[src/rtl/lsu_pkg.sv]
// Shared types and helpers for the load/store unit: FSM state encoding,
// byte-enable constants and the read-lane selector.
package lsu_pkg;

  typedef enum logic [1:0] {
    IDLE = 2'd0,
    REQ  = 2'd1,
    WAIT = 2'd2,
    DONE = 2'd3
  } lsu_state_t;

  localparam logic [3:0] BE_WORD  = 4'hF;
  localparam logic [3:0] BE_BYTE0 = 4'h1;

  function automatic logic [7:0] lane_select(input logic [31:0] word, input logic [1:0] lane);
    logic [7:0] sel;
    case (lane)
      2'd0:    sel = word[7:0];
      2'd1:    sel = word[15:8];
      2'd2:    sel = word[23:16];
      default: sel = word[31:24];
    endcase
    return sel;
  endfunction

endpackage

[src/rtl/load_store_unit_if.sv]
// Request/response data-memory bus between the load/store unit (master)
// and the data memory (slave).
interface load_store_unit_if;

  logic        mem_req;
  logic        mem_we;
  logic [31:0] mem_addr;
  logic [3:0]  mem_be;
  logic [31:0] mem_wdata;
  logic        mem_ready;
  logic        mem_rvalid;
  logic [31:0] mem_rdata;

  modport master (
    output mem_req, mem_we, mem_addr, mem_be, mem_wdata,
    input  mem_ready, mem_rvalid, mem_rdata
  );

  modport slave (
    input  mem_req, mem_we, mem_addr, mem_be, mem_wdata,
    output mem_ready, mem_rvalid, mem_rdata
  );

endinterface

[src/rtl/lsu_lane_align.sv]
// Byte-lane steering: store byte enables and data replication on the way
// out, load lane selection and sign/zero extension on the way back.
module lsu_lane_align
  import lsu_pkg::*;
(
  input  logic        st_bitype,
  input  logic [1:0]  st_offset,
  input  logic [31:0] st_wdata,
  output logic [3:0]  st_be,
  output logic [31:0] st_data,
  input  logic        ld_bitype,
  input  logic        ld_unsign,
  input  logic [1:0]  ld_offset,
  input  logic [31:0] ld_rdata,
  output logic [31:0] ld_data
);

  logic [7:0] ld_byte;

  always_comb begin
    st_be   = BE_WORD;
    st_data = st_wdata;
    if (st_bitype) begin
      st_be   = BE_BYTE0 << st_offset;
      st_data = {4{st_wdata[7:0]}};
    end
  end

  always_comb begin
    ld_byte = lane_select(ld_rdata, ld_offset);
    ld_data = ld_rdata;
    if (ld_bitype) begin
      ld_data = ld_unsign ? {24'h0, ld_byte} : {{24{ld_byte[7]}}, ld_byte};
    end
  end

endmodule

[src/rtl/load_store_unit.sv]
// Pipeline-side data-memory initiator: captures one load/store from EX/MEM,
// runs it over the request/response bus and stalls the pipeline until done.
module load_store_unit
  import lsu_pkg::*;
(
  input  logic                      clk,
  input  logic                      rst,
  input  logic                      ex_valid,
  input  logic                      ex_memread,
  input  logic                      ex_memwrite,
  input  logic                      ex_bitype,
  input  logic                      ex_unsign,
  input  logic [31:0]               ex_addr,
  input  logic [31:0]               ex_wdata,
  input  logic [4:0]                ex_rd,
  output logic                      stall,
  load_store_unit_if.master         mem,
  output logic                      wb_valid,
  output logic [4:0]                wb_rd,
  output logic [31:0]               wb_data,
  output logic                      misalign_err
);

  localparam logic [1:0] S_IDLE = IDLE;
  localparam logic [1:0] S_REQ  = REQ;
  localparam logic [1:0] S_WAIT = WAIT;
  localparam logic [1:0] S_DONE = DONE;

  logic [1:0]  state;
  logic [31:0] addr_q;
  logic [31:0] wdata_q;
  logic [3:0]  be_q;
  logic        we_q;
  logic [4:0]  rd_q;
  logic        bitype_q;
  logic        unsign_q;
  logic [1:0]  offset_q;
  logic        misalign_q;
  logic [31:0] wb_data_q;

  logic        access;
  logic        misaligned;
  logic [3:0]  st_be;
  logic [31:0] st_data;
  logic [31:0] ld_data;

  assign access     = ex_valid & (ex_memread | ex_memwrite);
  assign misaligned = ~ex_bitype & (ex_addr[1:0] != 2'b00);

  lsu_lane_align u_lane_align (
    .st_bitype (ex_bitype),
    .st_offset (ex_addr[1:0]),
    .st_wdata  (ex_wdata),
    .st_be     (st_be),
    .st_data   (st_data),
    .ld_bitype (bitype_q),
    .ld_unsign (unsign_q),
    .ld_offset (offset_q),
    .ld_rdata  (mem.mem_rdata),
    .ld_data   (ld_data)
  );

  // Everything the bus needs is captured in IDLE so it stays stable until accepted.
  always_ff @(posedge clk or posedge rst) begin
    if (rst) begin
      state      <= S_IDLE;
      addr_q     <= 32'h0;
      wdata_q    <= 32'h0;
      be_q       <= 4'h0;
      we_q       <= 1'b0;
      rd_q       <= 5'h0;
      bitype_q   <= 1'b0;
      unsign_q   <= 1'b0;
      offset_q   <= 2'b00;
      misalign_q <= 1'b0;
      wb_data_q  <= 32'h0;
    end else begin
      case (state)
        S_IDLE: begin
          if (access) begin
            addr_q     <= {ex_addr[31:2], 2'b00};
            wdata_q    <= st_data;
            be_q       <= st_be;
            we_q       <= ex_memwrite;
            rd_q       <= ex_rd;
            bitype_q   <= ex_bitype;
            unsign_q   <= ex_unsign;
            offset_q   <= ex_addr[1:0];
            misalign_q <= misaligned;
            state      <= misaligned ? S_DONE : S_REQ;
          end
        end
        S_REQ: begin
          if (mem.mem_ready) begin
            state <= we_q ? S_DONE : S_WAIT;
          end
        end
        S_WAIT: begin
          if (mem.mem_rvalid) begin
            wb_data_q <= ld_data;
            state     <= S_DONE;
          end
        end
        default: state <= S_IDLE;
      endcase
    end
  end

  // Request valid is decoded from state so an async reset drops it at once.
  assign mem.mem_req   = (state == S_REQ);
  assign mem.mem_we    = we_q;
  assign mem.mem_addr  = addr_q;
  assign mem.mem_be    = be_q;
  assign mem.mem_wdata = wdata_q;

  assign stall        = access & (state != S_DONE);
  assign wb_valid     = (state == S_DONE) & ~we_q & ~misalign_q;
  assign misalign_err = (state == S_DONE) & misalign_q;
  assign wb_rd        = rd_q;
  assign wb_data      = wb_data_q;

endmodule

[src/flat_wrapper.sv]
// flat-port wrapper written by rule: the top's interface ports become plain ports
module load_store_unit_flat import lsu_pkg::*;
  (clk, rst, ex_valid, ex_memread, ex_memwrite, ex_bitype, ex_unsign, ex_addr, ex_wdata, ex_rd, stall, wb_valid, wb_rd, wb_data, misalign_err, mem_mem_req, mem_mem_we, mem_mem_addr, mem_mem_be, mem_mem_wdata, mem_mem_ready, mem_mem_rvalid, mem_mem_rdata);
  load_store_unit_if mem_i ();
  input  logic clk;
  input  logic rst;
  input  logic ex_valid;
  input  logic ex_memread;
  input  logic ex_memwrite;
  input  logic ex_bitype;
  input  logic ex_unsign;
  input  logic [31:0] ex_addr;
  input  logic [31:0] ex_wdata;
  input  logic [4:0] ex_rd;
  output logic stall;
  output logic wb_valid;
  output logic [4:0] wb_rd;
  output logic [31:0] wb_data;
  output logic misalign_err;
  output wire logic [$bits(mem_i.mem_req)-1:0] mem_mem_req;
  output wire logic [$bits(mem_i.mem_we)-1:0] mem_mem_we;
  output wire logic [$bits(mem_i.mem_addr)-1:0] mem_mem_addr;
  output wire logic [$bits(mem_i.mem_be)-1:0] mem_mem_be;
  output wire logic [$bits(mem_i.mem_wdata)-1:0] mem_mem_wdata;
  input wire logic [$bits(mem_i.mem_ready)-1:0] mem_mem_ready;
  input wire logic [$bits(mem_i.mem_rvalid)-1:0] mem_mem_rvalid;
  input wire logic [$bits(mem_i.mem_rdata)-1:0] mem_mem_rdata;
  assign mem_mem_req = mem_i.mem_req;
  assign mem_mem_we = mem_i.mem_we;
  assign mem_mem_addr = mem_i.mem_addr;
  assign mem_mem_be = mem_i.mem_be;
  assign mem_mem_wdata = mem_i.mem_wdata;
  assign mem_i.mem_ready = mem_mem_ready;
  assign mem_i.mem_rvalid = mem_mem_rvalid;
  assign mem_i.mem_rdata = mem_mem_rdata;
  load_store_unit u_core (.clk(clk), .rst(rst), .ex_valid(ex_valid), .ex_memread(ex_memread), .ex_memwrite(ex_memwrite), .ex_bitype(ex_bitype), .ex_unsign(ex_unsign), .ex_addr(ex_addr), .ex_wdata(ex_wdata), .ex_rd(ex_rd), .stall(stall), .mem(mem_i), .wb_valid(wb_valid), .wb_rd(wb_rd), .wb_data(wb_data), .misalign_err(misalign_err));
endmodule
[config.mk]
export PLATFORM = sky130hd
export DESIGN_NAME = load_store_unit_flat
export DESIGN_NICKNAME = d
export VERILOG_FILES = /design/src/rtl/lsu_pkg.sv /design/src/rtl/load_store_unit_if.sv /design/src/rtl/lsu_lane_align.sv /design/src/rtl/load_store_unit.sv /design/src/flat_wrapper.sv
export SDC_FILE = /design/constraint.sdc
export NUM_CORES = 1
export LEC_CHECK = 0
export CORE_MARGIN = 1
export CORE_UTILIZATION = 45
export DETAILED_ROUTE_END_ITERATION = 7
export GPL_ROUTABILITY_DRIVEN = 0
export PLACE_DENSITY = 0.85
export SYNTH_ARGS = -nofsm -noshare
export SYNTH_HDL_FRONTEND = slang
export SYNTH_SLANG_ARGS = --single-unit
[constraint.sdc]
create_clock -name clk -period 5.65 [get_ports clk]
set_input_delay 1.13 -clock clk [delete_from_list [all_inputs] [get_ports clk]]
set_output_delay 1.13 -clock clk [all_outputs]
set_load 0.005 [all_outputs]
==> results of run 1 <==
cell usage after synthesis, drive strengths merged:
| library cell | count | area, µm² |
|---|---|---|
| dfrtp | 111 | 2780 |
| mux2 | 51 | 574 |
| nand2 | 51 | 191 |
| nor2 | 35 | 131 |
| mux2i | 33 | 330 |
| o21ai | 27 | 135 |
| a31oi | 24 | 310 |
| buf | 22 | 164 |
| a21oi | 13 | 65.1 |
| clkbuf | 9 | 35.0 |
| mux4 | 7 | 184 |
| inv | 6 | 22.5 |
| ha | 5 | 62.6 |
| nand2b | 4 | 25.0 |
| a21o | 3 | 22.5 |
| and2 | 2 | 12.5 |
| a211oi | 1 | 7.51 |
| a222oi | 1 | 10.0 |
| conb | 1 | 3.75 |
| nor3b | 1 | 7.51 |
| o211ai | 1 | 12.5 |
| o21ba | 1 | 10.0 |
| o22ai | 1 | 6.26 |
cells by family (layout without fill, tap and decap cells):
group	Yosys count	count (layout)	synth area share [%]
adder cells (fa/ha/maj)	5	5	1.23
multiplexers	91	91	21.3
buffers and inverters	37	244	4.34
AO/OA/AOI/OAI	72	72	11.4
AND/OR/NAND/NOR	93	93	7.21
other	1	2	0.0735
flip-flops	111	111	54.5
layer usage:
metal	up-vias	track usage, %	share of wire (%)
met1	1879	26.8	40
met2	149	38.2	50
li1	1838	-	-
met5	-	0	0
met3	22	5.12	7.6
met4	0	9.17	2.3
state kept, by name, indices dropped and copies added (netlist names):
| register | cells |
|---|---|
| u_core.wb_rd | 5 |
| u_core.mem.mem_be | 4 |
| u_core.misalign_q | 1 |
| u_core.state | 2 |
| u_core.mem.mem_we | 1 |
| u_core.unsign_q | 1 |
| u_core.mem.mem_addr | 30 |
| u_core.bitype_q | 1 |
| u_core.offset_q | 2 |
| u_core.mem.mem_wdata | 32 |
| u_core.wb_data | 32 |
area by class of cell:
cell class,instances,area (µm²),area share (%)
Tap cell,140,175,2.32
Clock buffer,10,229,3.03
Multi-Input combinational cell,263,2120,28.0
Clock inverter,6,37.5,0.496
Inverter,6,25.0,0.331
Sequential cell,111,2780,36.7
Timing Repair Buffer,222,2200,29.1
power breakdown:
part           internal, W  leakage, nW  switching [W]
registers          0.00119         1.31       0.000261
logic              0.00114         1.77       0.000692
clock network     0.000297        0.124       0.000282
total              0.00263         3.20        0.00123
worst max-delay path, cell delays in order:
cell and delay [ps]:
sky130_fd_sc_hd__clkdlybuf4s50_1 550, sky130_fd_sc_hd__o21ai_0 130, sky130_fd_sc_hd__nor2_1 100, sky130_fd_sc_hd__clkdlybuf4s50_1 500
through the flow:
step	instance area [µm²]	hold WS (ps)
after floorplan	5100	470
after global placement	7300	460
after detailed placement	7300	470
after CTS	7560	486
after global routing	7560	508
final	7560	481
path summary, 6_finish.rpt:
kind                                                       start                                    to  slack, ps  cells past startpoint
worst max-delay path                                 ex_memwrite                                 stall       2110                      4
worst min-delay path            u_core.mem.mem_be[3]$_DFFE_PP0P_      u_core.mem.mem_be[3]$_DFFE_PP0P_        480                      1
worst max register to register       u_core.state[0]$_DFFE_PP0P_   u_core.mem.mem_addr[22]$_DFFE_PP0P_       3570                      5
worst min register to register  u_core.mem.mem_be[3]$_DFFE_PP0P_      u_core.mem.mem_be[3]$_DFFE_PP0P_        480                      1
max in group asynchronous                                    rst  u_core.mem.mem_wdata[13]$_DFFE_PP0P_       3260                      3
min in group asynchronous                                    rst   u_core.mem.mem_addr[23]$_DFFE_PP0P_       1370                      2
==> results.md, run 1 <==
- In this run the power density over the cells is 511 nW/µm².
- The nature of the critical path startpoint is a primary input.
- Across the routed clock network, the largest skew measured is 5.98 ps.
- Measured against its own limit, the worst slew margin works out to 29.4%.
- The total track usage is 22.2%.
- 0 antenna diodes ended up in the layout.
- The initial utilization of the core area, before any placement, comes to 46.6%.
- The type of element capturing the critical path is an output port.
- After clock tree synthesis, the clock-pin slew on the worst setup and hold paths is 70 ps.
- After clock tree synthesis, the setup repair step added 0 buffers.
- Of the available clock period, the critical path in the final layout requires 62.7%.
- For this design the top-level I/O count stands at 220.
- Setup repair after global routing left no endpoint under its margin.
- The maximum number of pins on one net before global-route repair is 86.
- Buffers inserted to repair hold after CTS numbered 0.
- The number of clock sinks is 111.
- At the end of the flow the core is filled with cells to 69.2%.
- The synthesis warning total is 0.
- Detailed placement ended at an HPWL of 9590 µm.
- The width of the die is 108 µm.
- The via count of the first global-routing pass came to 3,995.
- The most common cell after layout, fill and taps aside is sky130_fd_sc_hd__clkdlybuf4s50_1.
- TritonCTS created 9 clock buffers.
- The number of distinct library cells after synthesis is 31.
- The cell count after synthesis is 410.
- After detailed routing, the number of remaining DRC violations is 0.
- The finished layout holds 758 standard cells, fillers aside.
- The total power consumption of the routed design is 0.00386 W.
- The routed layout has 3,888 vias.
- The critical path in this run is classified as in -> out.
- Leaving out fill and tap cells, the most frequent cells in the layout are sky130_fd_sc_hd__clkdlybuf4s50_1 (216), sky130_fd_sc_hd__dfrtp_1 (111), sky130_fd_sc_hd__mux2_2 (51), sky130_fd_sc_hd__nand2_1 (51), sky130_fd_sc_hd__nor2_1 (35).
- The initial DRC count is 175.
- The final-report max-slew violation count is 0.
- The share of cells above drive strength 1 is 15.7%.
- The floorplan die area is 11,800 µm².
- The area of the core region is 10,900 µm².
- The die outline height is 108 µm.
- Dividing the detail-routed via count by the number of cells gives 5.13.
- The worst supply voltage drop on vdd is 0.268 mV.
- After filler insertion, the fill cell instance count of the layout stands at 836.
- The worst endpoint data arrival time is 2410 ps.
- The detailed-route wire length is 13,100 µm.
- OpenSTA, run right after detailed placement, puts the worst setup slack at 2100 ps.
- Setup violations remaining at the end of the flow were counted as 0.
- The largest buffer count on any clock path is 2.
- The number of nets with antenna violations after detailed routing is 0.
- After synthesis, the mean cell area works out to 12.4 µm².
- For the pin with the worst max-slew slack, the measured transition is 1060 ps.
- After detailed routing, the average wire length per cell comes to 17.3 µm.
- The netlist area before placement is 5100 µm².
- After layout, the worst setup slack is 2110 ps.
- The cell chosen for the clock root is sky130_fd_sc_hd__clkbuf_16.
- Timing would allow up to 282 MHz.
- The static power due to leakage is 3.20 nW.
- The global route total overflow is 0.
- In this run, synthesis produced a sequential element count of 111.
- From synthesis to final layout, the design area changed by 48.3%.
- The run finished with clean final reports.
- The setup TNS is 0 ps.
- The floorplan has 38 rows.
- The sequential share of the synthesized area is 54.5%.
- The count of buffers from port buffering is 217.
- The maximum net fanout on the critical path is 3.
- The number of gates resized after CTS was 0.
- The first global-routing pass estimated 20,000 µm of wire.
- The net count of the finished layout is 728.
- The reported max-cap violation count is 0.
- For this run, the detailed router's first-pass iteration total came to 4.
- Data on the critical path is required at its endpoint by 4520 ps.
- The clock tree from TritonCTS is yes.
- The number of antenna violations at the first check in global routing was 0.
- Subtracting the final worst setup slack from the clock period gives 3540 ps.
- The class of the tightest hold or removal check is reg -> reg.
- Counting tap cells, the placed design contains a total of 742 instances.
- The later pin in the worst-skew pair is clocked with a latency of 340 ps.
- CTS built an H-tree with a depth of 3.
- The number of hold violations in the final report is 0.
No activity file was read; power rests on OpenSTA's default activity.
==> run 2, diff against run 1 <==
--- a/config.mk
+++ b/config.mk
@@ -6,10 +6,10 @@
 export NUM_CORES = 1
 export LEC_CHECK = 0
 export CORE_MARGIN = 1
-export CORE_UTILIZATION = 45
+export CORE_UTILIZATION = 39
 export DETAILED_ROUTE_END_ITERATION = 7
 export GPL_ROUTABILITY_DRIVEN = 0
-export PLACE_DENSITY = 0.85
+export PLACE_DENSITY = 0.78
 export SYNTH_ARGS = -nofsm -noshare
 export SYNTH_HDL_FRONTEND = slang
 export SYNTH_SLANG_ARGS = --single-unit
==> constraint.sdc (replaced) <==
create_clock -name clk -period 3.15 [get_ports clk]
set_input_delay 0.63 -clock clk [delete_from_list [all_inputs] [get_ports clk]]
set_output_delay 0.63 -clock clk [all_outputs]
set_load 0.005 [all_outputs]
==> run 2 against run 1 <==
Against the previous run:
- core utilization shrank 8.5 points
- critical path type unchanged
- largest power group unchanged
- sequential power grew 80%
- highest routed layer unchanged
- wire length shrank 2.6%
- first-iteration DRC count shrank 1.1%
- critical path depth is the same
- non-clock buffer count grew 1
- via count shrank 0.36%
- clock power grew 100%
==> results.md, run 2 (synthesis results as in run 1) <==
- The type of element capturing the critical path is an output port.
- The number of hold violations in the final report is 0 (unchanged).
- The routed length per placed instance was 16.1 µm (-6.5%).
- The delay contributed by the slowest stage of the critical path is 550 ps (about the same).
- The setup TNS was 0 ps (unchanged).
- The slew of the pin with the lowest slew margin is 615 ps (-444 ps).
- The share of cells above drive strength 1 is 15.7% (unchanged).
- The number of nets with antenna violations after detailed routing was 0 (unchanged).
- The worst supply voltage drop on vdd came to 0.560 mV (+110%).
- The ratio of routed vias to standard cells came to 4.90 (-4.4%).
- The reported max-cap violation count is 0 (unchanged).
- The sum of buffers and inverters on the critical path is 2 (unchanged).
- The library cells used most frequently in the layout, excluding fill and tap cells, are sky130_fd_sc_hd__clkdlybuf4s50_1 (216), sky130_fd_sc_hd__dfrtp_1 (111), sky130_fd_sc_hd__mux2_2 (51), sky130_fd_sc_hd__nand2_1 (51), sky130_fd_sc_hd__nor2_1 (35).
- The number of hold buffers added after cts is 0 (unchanged).
- The area of the core region is 12,700 µm² (+16%).
- The tree is rooted in a sky130_fd_sc_hd__clkbuf_16.
- The nature of the critical path startpoint is a primary input.
- Walking the worst path, the cells encountered are clkdlybuf4s50_1, o21ai_0, nor2_1, clkdlybuf4s50_1.
- The maximum net fanout on the critical path is 3 (unchanged).
- The number of gates resized after CTS is 0 (unchanged).
- The kind of cell with the highest combined delay along the critical path is buffers and inverters.
- The relative slew slack came to 59.0% (+30 points).
- The post-layout minimum cycle time is 2610 ps.
- The static power due to leakage is 3.25 nW (+1.3%).
- The final setup skew is 3.75 ps (-2.23 ps).
- The class of the tightest hold or removal check is reg -> reg.
- The worst path uses 82.8% of the clock period.
- The share of total power in the clock network is 16.5% (+1.5 points).
- The number of remaining DRC errors is 0 (unchanged).
- The total setup violations reported at the end of the flow is 0 (unchanged).
- The timing-limited maximum frequency is 383 MHz.
- The clock transition time at the flip-flop clock pins of the worst setup and hold paths is 70 ps (about the same).
- The total track usage is 19.4% (-2.8 points).
- The maximum number of pins on one net before global-route repair is 112 (+30%).
- The data required time of the worst path is 2520 ps (-2000 ps).
- The largest buffer count on any clock path is 2 (unchanged).
- The initial DRC count came to 173 (-1.1%).
- The number of I/O pins was 220 (unchanged).
- The H-tree level count is 3 (unchanged).
- The power per cell area was 917 nW/µm² (+80%).
- The net count of the finished layout is 729 (+0.14%).
- The post-DP HPWL is 9190 µm (-4.2%).
- The final-report max-slew violation count is 0 (unchanged).
- The net switching power is 0.00217 W (+76%).
- The via count of the first global-routing pass is 4,116 (+3.0%).
- The width of the die is 116 µm (+7.3%).
- The final antenna diode count is 0 (unchanged).
- The worst endpoint data arrival time came to 1980 ps (-430 ps).
- The critical-path cell with the highest stage delay is sky130_fd_sc_hd__clkdlybuf4s50_1.
- The row count is 41 (+7.9%).
- The detailed-route via count was 3,874 (-0.36%).
- The count of buffers from port buffering was 217 (unchanged).
- The number of antenna violations at the first check in global routing was 0 (unchanged).
- The fill cell instance count of the final layout is 1,014 (+21%).
- The combinational group share of total power came to 46.5% (-0.9 points).
- The die outline height is 116 µm (+7.3%).
- The clock tree from TritonCTS is yes.
- The floorplan die area is 13,500 µm² (+15%).
- The most common cell after layout, fill and taps aside is sky130_fd_sc_hd__clkdlybuf4s50_1.
- The setup fix buffers added after clock tree synthesis is 0 (unchanged).
- The number of clock sinks is 111 (unchanged).
- The insertion delay of the later-clocked pin in the worst-skew pair is 340 ps (about the same).
- The area overhead of the layout relative to synthesis is 50.8%.
- The first-pass GRT wire length is 20,200 µm (+0.69%).
- The number of optimization iterations in the first detailed-route pass came to 4 (unchanged).
- The total power consumption of the routed design came to 0.00705 W (+83%).
- The cell-internal power came to 0.00488 W (+86%).
- The global route total overflow is 0 (unchanged).
- The switching power share of the total is 30.8% (-1.1 points).
- The TritonCTS buffer count was 9 (unchanged).
- The initial cell density of the core is 40.3% (-6.4 points).
- The portion of total power attributed to sequential cells is 37.0% (-0.6 points).
- Setup repair after global routing left no endpoint under its margin.
- The detailed-route wire length is 12,700 µm (-2.6%).
- By startpoint and endpoint, the worst setup path is classified as in -> out.
- The most numerous cell type found on the critical path is sky130_fd_sc_hd__clkdlybuf4s50_1.
- The run finished with clean final reports.
## run 2: cell types whose count changed in the layout (fill, tap and decap cells not counted), moves of 2 or more
cell	delta
sky130_fd_sc_hd__clkinv_2	-3
sky130_fd_sc_hd__clkinvlp_4	-2
sky130_fd_sc_hd__clkbuf_8	+3
sky130_fd_sc_hd__buf_4	-2
sky130_fd_sc_hd__buf_12	+3
## run 2: worst register-to-register path: stages, from the launching register on
cell,delay (ps)
sky130_fd_sc_hd__dfrtp_1,680
sky130_fd_sc_hd__mux2i_1,250
sky130_fd_sc_hd__o22ai_1,120
sky130_fd_sc_hd__nand2b_1,80
sky130_fd_sc_hd__buf_4,370
sky130_fd_sc_hd__a31oi_2,160
## run 2: worst paths after layout
| path | startpoint | endpoint | cells past startpoint | slack, ps |
|---|---|---|---|---|
| max in group asynchronous | rst | u_core.wb_rd[0]$_DFFE_PP0P_ | 3 | 1890 |
| hold / removal | u_core.mem.mem_be[2]$_DFFE_PP0P_ | u_core.mem.mem_be[2]$_DFFE_PP0P_ | 1 | 480 |
| setup reg to reg | u_core.offset_q[0]$_DFFE_PP0P_ | u_core.wb_data[17]$_DFFE_PP0P_ | 5 | 1350 |
| min in group asynchronous | rst | u_core.mem.mem_addr[22]$_DFFE_PP0P_ | 3 | 800 |
| hold reg to reg | u_core.mem.mem_be[2]$_DFFE_PP0P_ | u_core.mem.mem_be[2]$_DFFE_PP0P_ | 1 | 480 |
| setup / recovery | ex_memwrite | stall | 4 | 540 |
## run 2: power groups by stage
stage	registers, W	clock network (W)	logic, W
floorplan	0.00257	0	0.00157
detailed placement	0.00265	0	0.00332
global route	0.00271	0.00126	0.00359
finish	0.00261	0.00116	0.00328
CTS	0.00262	0.00121	0.00333
global placement	0.00260	0	0.00323
## run 2: cell type report
cell class / instances / area, µm² / area share (%)
Sequential cell: 111 / 2780 / 36.1
Multi-Input combinational cell: 263 / 2120 / 27.5
Timing Repair Buffer: 223 / 2250 / 29.2
Tap cell: 172 / 215 / 2.80
Clock inverter: 2 / 38.8 / 0.504
Clock buffer: 13 / 270 / 3.51
Inverter: 6 / 26.3 / 0.342
## run 2: metrics by stage
step	utilization (%)	instances	instance area, µm²	worst slack [ps]	hold slack (ps)
global route	60.7	790	7690	463	507
finish	60.7	790	7690	542	477
global placement	58.3	775	7380	590	461
CTS	60.7	790	7690	534	482
floorplan	-	411	5110	1180	470
detailed placement	58.3	775	7380	548	466
## run 2: metal layers
layer	routed length [µm]	vias up	global-route usage (%)
met5	0	-	0
met4	163	0	5.21
met3	1110	11	7.52
met2	6330	138	33.0
met1	5140	1890	22.9
li1	-	1835	-
==> run 3, diff against run 2 <==
--- a/config.mk
+++ b/config.mk
@@ -6,10 +6,10 @@
 export NUM_CORES = 1
 export LEC_CHECK = 0
 export CORE_MARGIN = 1
-export CORE_UTILIZATION = 39
+export CORE_UTILIZATION = 43
 export DETAILED_ROUTE_END_ITERATION = 7
 export GPL_ROUTABILITY_DRIVEN = 0
-export PLACE_DENSITY = 0.78
+export PLACE_DENSITY = 0.81
 export SYNTH_ARGS = -nofsm -noshare
 export SYNTH_HDL_FRONTEND = slang
 export SYNTH_SLANG_ARGS = --single-unit
==> constraint.sdc (replaced) <==
create_clock -name clk -period 2.7 [get_ports clk]
set_input_delay 0.54 -clock clk [delete_from_list [all_inputs] [get_ports clk]]
set_output_delay 0.54 -clock clk [all_outputs]
set_load 0.005 [all_outputs]
==> run 3 against run 2 <==
Against the previous run:
- first-iteration DRC count is 8.1% lower
- sequential cell count stayed put
- clock power is 4% higher
- via count is 2.4% higher
- design area is 0.86% lower
- final cell count is 3.5% lower
- critical path depth stayed put
- largest power group unchanged
- highest routed layer unchanged
==> results.md, run 3 (synthesis results as in run 1) <==
- The number of antenna violations at the first check in global routing came to 0 (unchanged).
- Derived from the worst setup path, the maximum achievable clock frequency is 413 MHz.
- The critical path class is in -> out.
- The number of nets with antenna violations after detailed routing is 0 (unchanged).
- The highest layer touched by signal routing is met4.
- The maximum number of pins on one net before global-route repair is 65 (-42%).
- The number of hold violations in the final report was 0 (unchanged).
- The number of gates resized after CTS was 0 (unchanged).
- The reported max-cap violation count is 0 (unchanged).
- The TritonCTS buffer count is 9 (unchanged).
- Setup repair after global routing left no endpoint under its margin.
- The detailed-route wire length is 13,400 µm (+5.1%).
- The number of remaining DRC errors is 0 (unchanged).
- The post-DP HPWL is 9810 µm (+6.8%).
- The clock tree from TritonCTS is yes.
- The most common cell after layout, fill and taps aside is sky130_fd_sc_hd__clkdlybuf4s50_1.
- The share of the cycle needed by the critical path after routing is 89.7%.
- The slew of the pin with the lowest slew margin is 684 ps (+69.2 ps).
- The root buffer cell chosen for the clock tree is sky130_fd_sc_hd__clkbuf_16.
- The die outline height is 111 µm (-4.7%).
- The share of cells above drive strength 1 is 15.3% (-0.35 points).
- The area overhead of the layout relative to synthesis is 49.5%.
- The worst supply voltage drop on vdd is 0.638 mV (+14%).
- The number of I/O pins was 220 (unchanged).
- The total setup violations reported at the end of the flow is 0 (unchanged).
- The initial DRC count was 159 (-8.1%).
- The class of the tightest hold or removal check is reg -> reg.
- The share of the core filled with cells in the final layout is 66.5% (+5.8 points).
- The net count of the finished layout came to 730 (+0.14%).
- The run finished with clean final reports.
- The length of routed met2 wiring is 6530 µm (+3.2%).
- The first-pass GRT wire length is 21,800 µm (+8.0%).
- The floorplan die area is 12,300 µm² (-9.1%).
- The via count of the first global-routing pass is 4,299 (+4.4%).
- The maximum net fanout on the critical path is 3 (unchanged).
- The area of the core region is 11,500 µm² (-9.5%).
- The routed wire length on met3 was 971 µm (-13%).
- The fill cell instance count of the final layout is 904 (-11%).
- The initial cell density of the core is 44.5% (+4.2 points).
- The number of optimization iterations in the first detailed-route pass is 4 (unchanged).
- The detailed-route via count is 3,966 (+2.4%).
- The number of clock sinks is 111 (unchanged).
- The power per cell area is 1060 nW/µm² (+16%).
- The worst setup path is launched from a primary input.
- The total track usage came to 22.5% (+3.1 points).
- The data required time of the worst path is 2160 ps (-360 ps).
- The insertion delay of the later-clocked pin in the worst-skew pair is 350 ps (about the same).
- The width of the die is 111 µm (-4.7%).
- The setup fix buffers added after clock tree synthesis is 0 (unchanged).
- In the layout the commonest cells are sky130_fd_sc_hd__clkdlybuf4s50_1 (216), sky130_fd_sc_hd__dfrtp_1 (111), sky130_fd_sc_hd__mux2_2 (51), sky130_fd_sc_hd__nand2_1 (51), sky130_fd_sc_hd__nor2_1 (35).
- The final antenna diode count is 0 (unchanged).
- The worst endpoint data arrival time is 1880 ps (-100 ps).
- The count of buffers from port buffering is 217 (unchanged).
- The H-tree level count came to 3 (unchanged).
- The final-report max-slew violation count is 0 (unchanged).
- The wire length on met1 is 5470 µm (+6.4%).
- STA classifies the critical path endpoint as an output port.
- The row count was 39 (-4.9%).
- The largest buffer count on any clock path is 2 (unchanged).
- The ratio of routed vias to standard cells came to 5.20 (+6.1%).
- The final setup skew was 7.20 ps (+3.45 ps).
- The static power due to leakage came to 3.23 nW (-0.44%).
- The number of hold buffers added after cts was 0 (unchanged).
- The setup TNS is 0 ps (unchanged).
- The global route total overflow is 0 (unchanged).
- The clock transition time at the flip-flop clock pins of the worst setup and hold paths is 70 ps (about the same).
- The worst path needs 2420 ps of the cycle, external delays included.
- The routed length per placed instance came to 17.6 µm (+9.0%).
- The relative slew slack is 54.4% (-4.6 points).
==> run 3: cell count changes in the layout (fill, tap and decap cells not counted) <==
| cell | delta |
|---|---|
| sky130_fd_sc_hd__clkinv_4 | -1 |
| sky130_fd_sc_hd__clkinv_2 | +1 |
| sky130_fd_sc_hd__buf_12 | +1 |
| sky130_fd_sc_hd__bufinv_16 | -1 |
| sky130_fd_sc_hd__clkbuf_8 | -2 |
| sky130_fd_sc_hd__clkbuf_1 | +3 |
==> run 3: power breakdown <==
part	switching, W	leakage [nW]	total, W	internal (W)
Combinational	0.00146	1.79	0.00387	0.00241
Sequential	0.000549	1.31	0.00305	0.00250
Clock	0.000558	0.127	0.00121	0.000647
Total	0.00256	3.23	0.00812	0.00556
==> run 3: final timing paths <==
| path | from | end | slack (ps) | cells past startpoint |
|---|---|---|---|---|
| max | ex_memwrite | stall | 280 | 4 |
| min | u_core.mem.mem_wdata[20]$_DFFE_PP0P_ | u_core.mem.mem_wdata[20]$_DFFE_PP0P_ | 480 | 2 |
| max reg2reg | u_core.offset_q[0]$_DFFE_PP0P_ | u_core.wb_data[30]$_DFFE_PP0P_ | 830 | 5 |
| min reg2reg | u_core.mem.mem_wdata[20]$_DFFE_PP0P_ | u_core.mem.mem_wdata[20]$_DFFE_PP0P_ | 480 | 2 |
| max in group asynchronous | rst | u_core.mem.mem_addr[7]$_DFFE_PP0P_ | 1430 | 3 |
| min in group asynchronous | rst | u_core.mem.mem_wdata[8]$_DFFE_PP0P_ | 640 | 3 |
==> run 3: worst max-delay path: stages <==
cell and delay (ps):
sky130_fd_sc_hd__clkdlybuf4s50_1 560, sky130_fd_sc_hd__o21ai_0 150, sky130_fd_sc_hd__nor2_1 120, sky130_fd_sc_hd__clkdlybuf4s50_1 510
==> run 3: cell type report <==
| type | count | area (µm²) | share of cell area [%] |
|---|---|---|---|
| clock inverter | 1 | 5.00 | 0.0656 |
| sequential | 111 | 2780 | 36.4 |
| multi-input combinational | 263 | 2120 | 27.7 |
| timing repair buffer | 224 | 2270 | 29.8 |
| clock buffer | 14 | 254 | 3.33 |
| tap | 143 | 179 | 2.35 |
| inverter | 6 | 26.3 | 0.344 |
==> run 3: routing by layer <==
layer	vias to the layer above	global-route usage, %
li1	1838	-
met1	1926	26.9
met2	169	38.0
met3	33	5.69
met4	0	10.7
met5	-	0
==> run 3: metrics by stage <==
| step | hold WS, ps | instance area, µm² | power (W) | setup WS, ps | instances |
|---|---|---|---|---|---|
| detailed placement | 469 | 7370 | 0.00697 | 315 | 747 |
| CTS | 485 | 7630 | 0.00821 | 312 | 762 |
| global route | 507 | 7630 | 0.00864 | 247 | 762 |
| global placement | 460 | 7370 | 0.00680 | 339 | 747 |
| floorplan | 470 | 5110 | 0.00483 | 817 | 411 |
| finish | 479 | 7630 | 0.00812 | 279 | 762 |
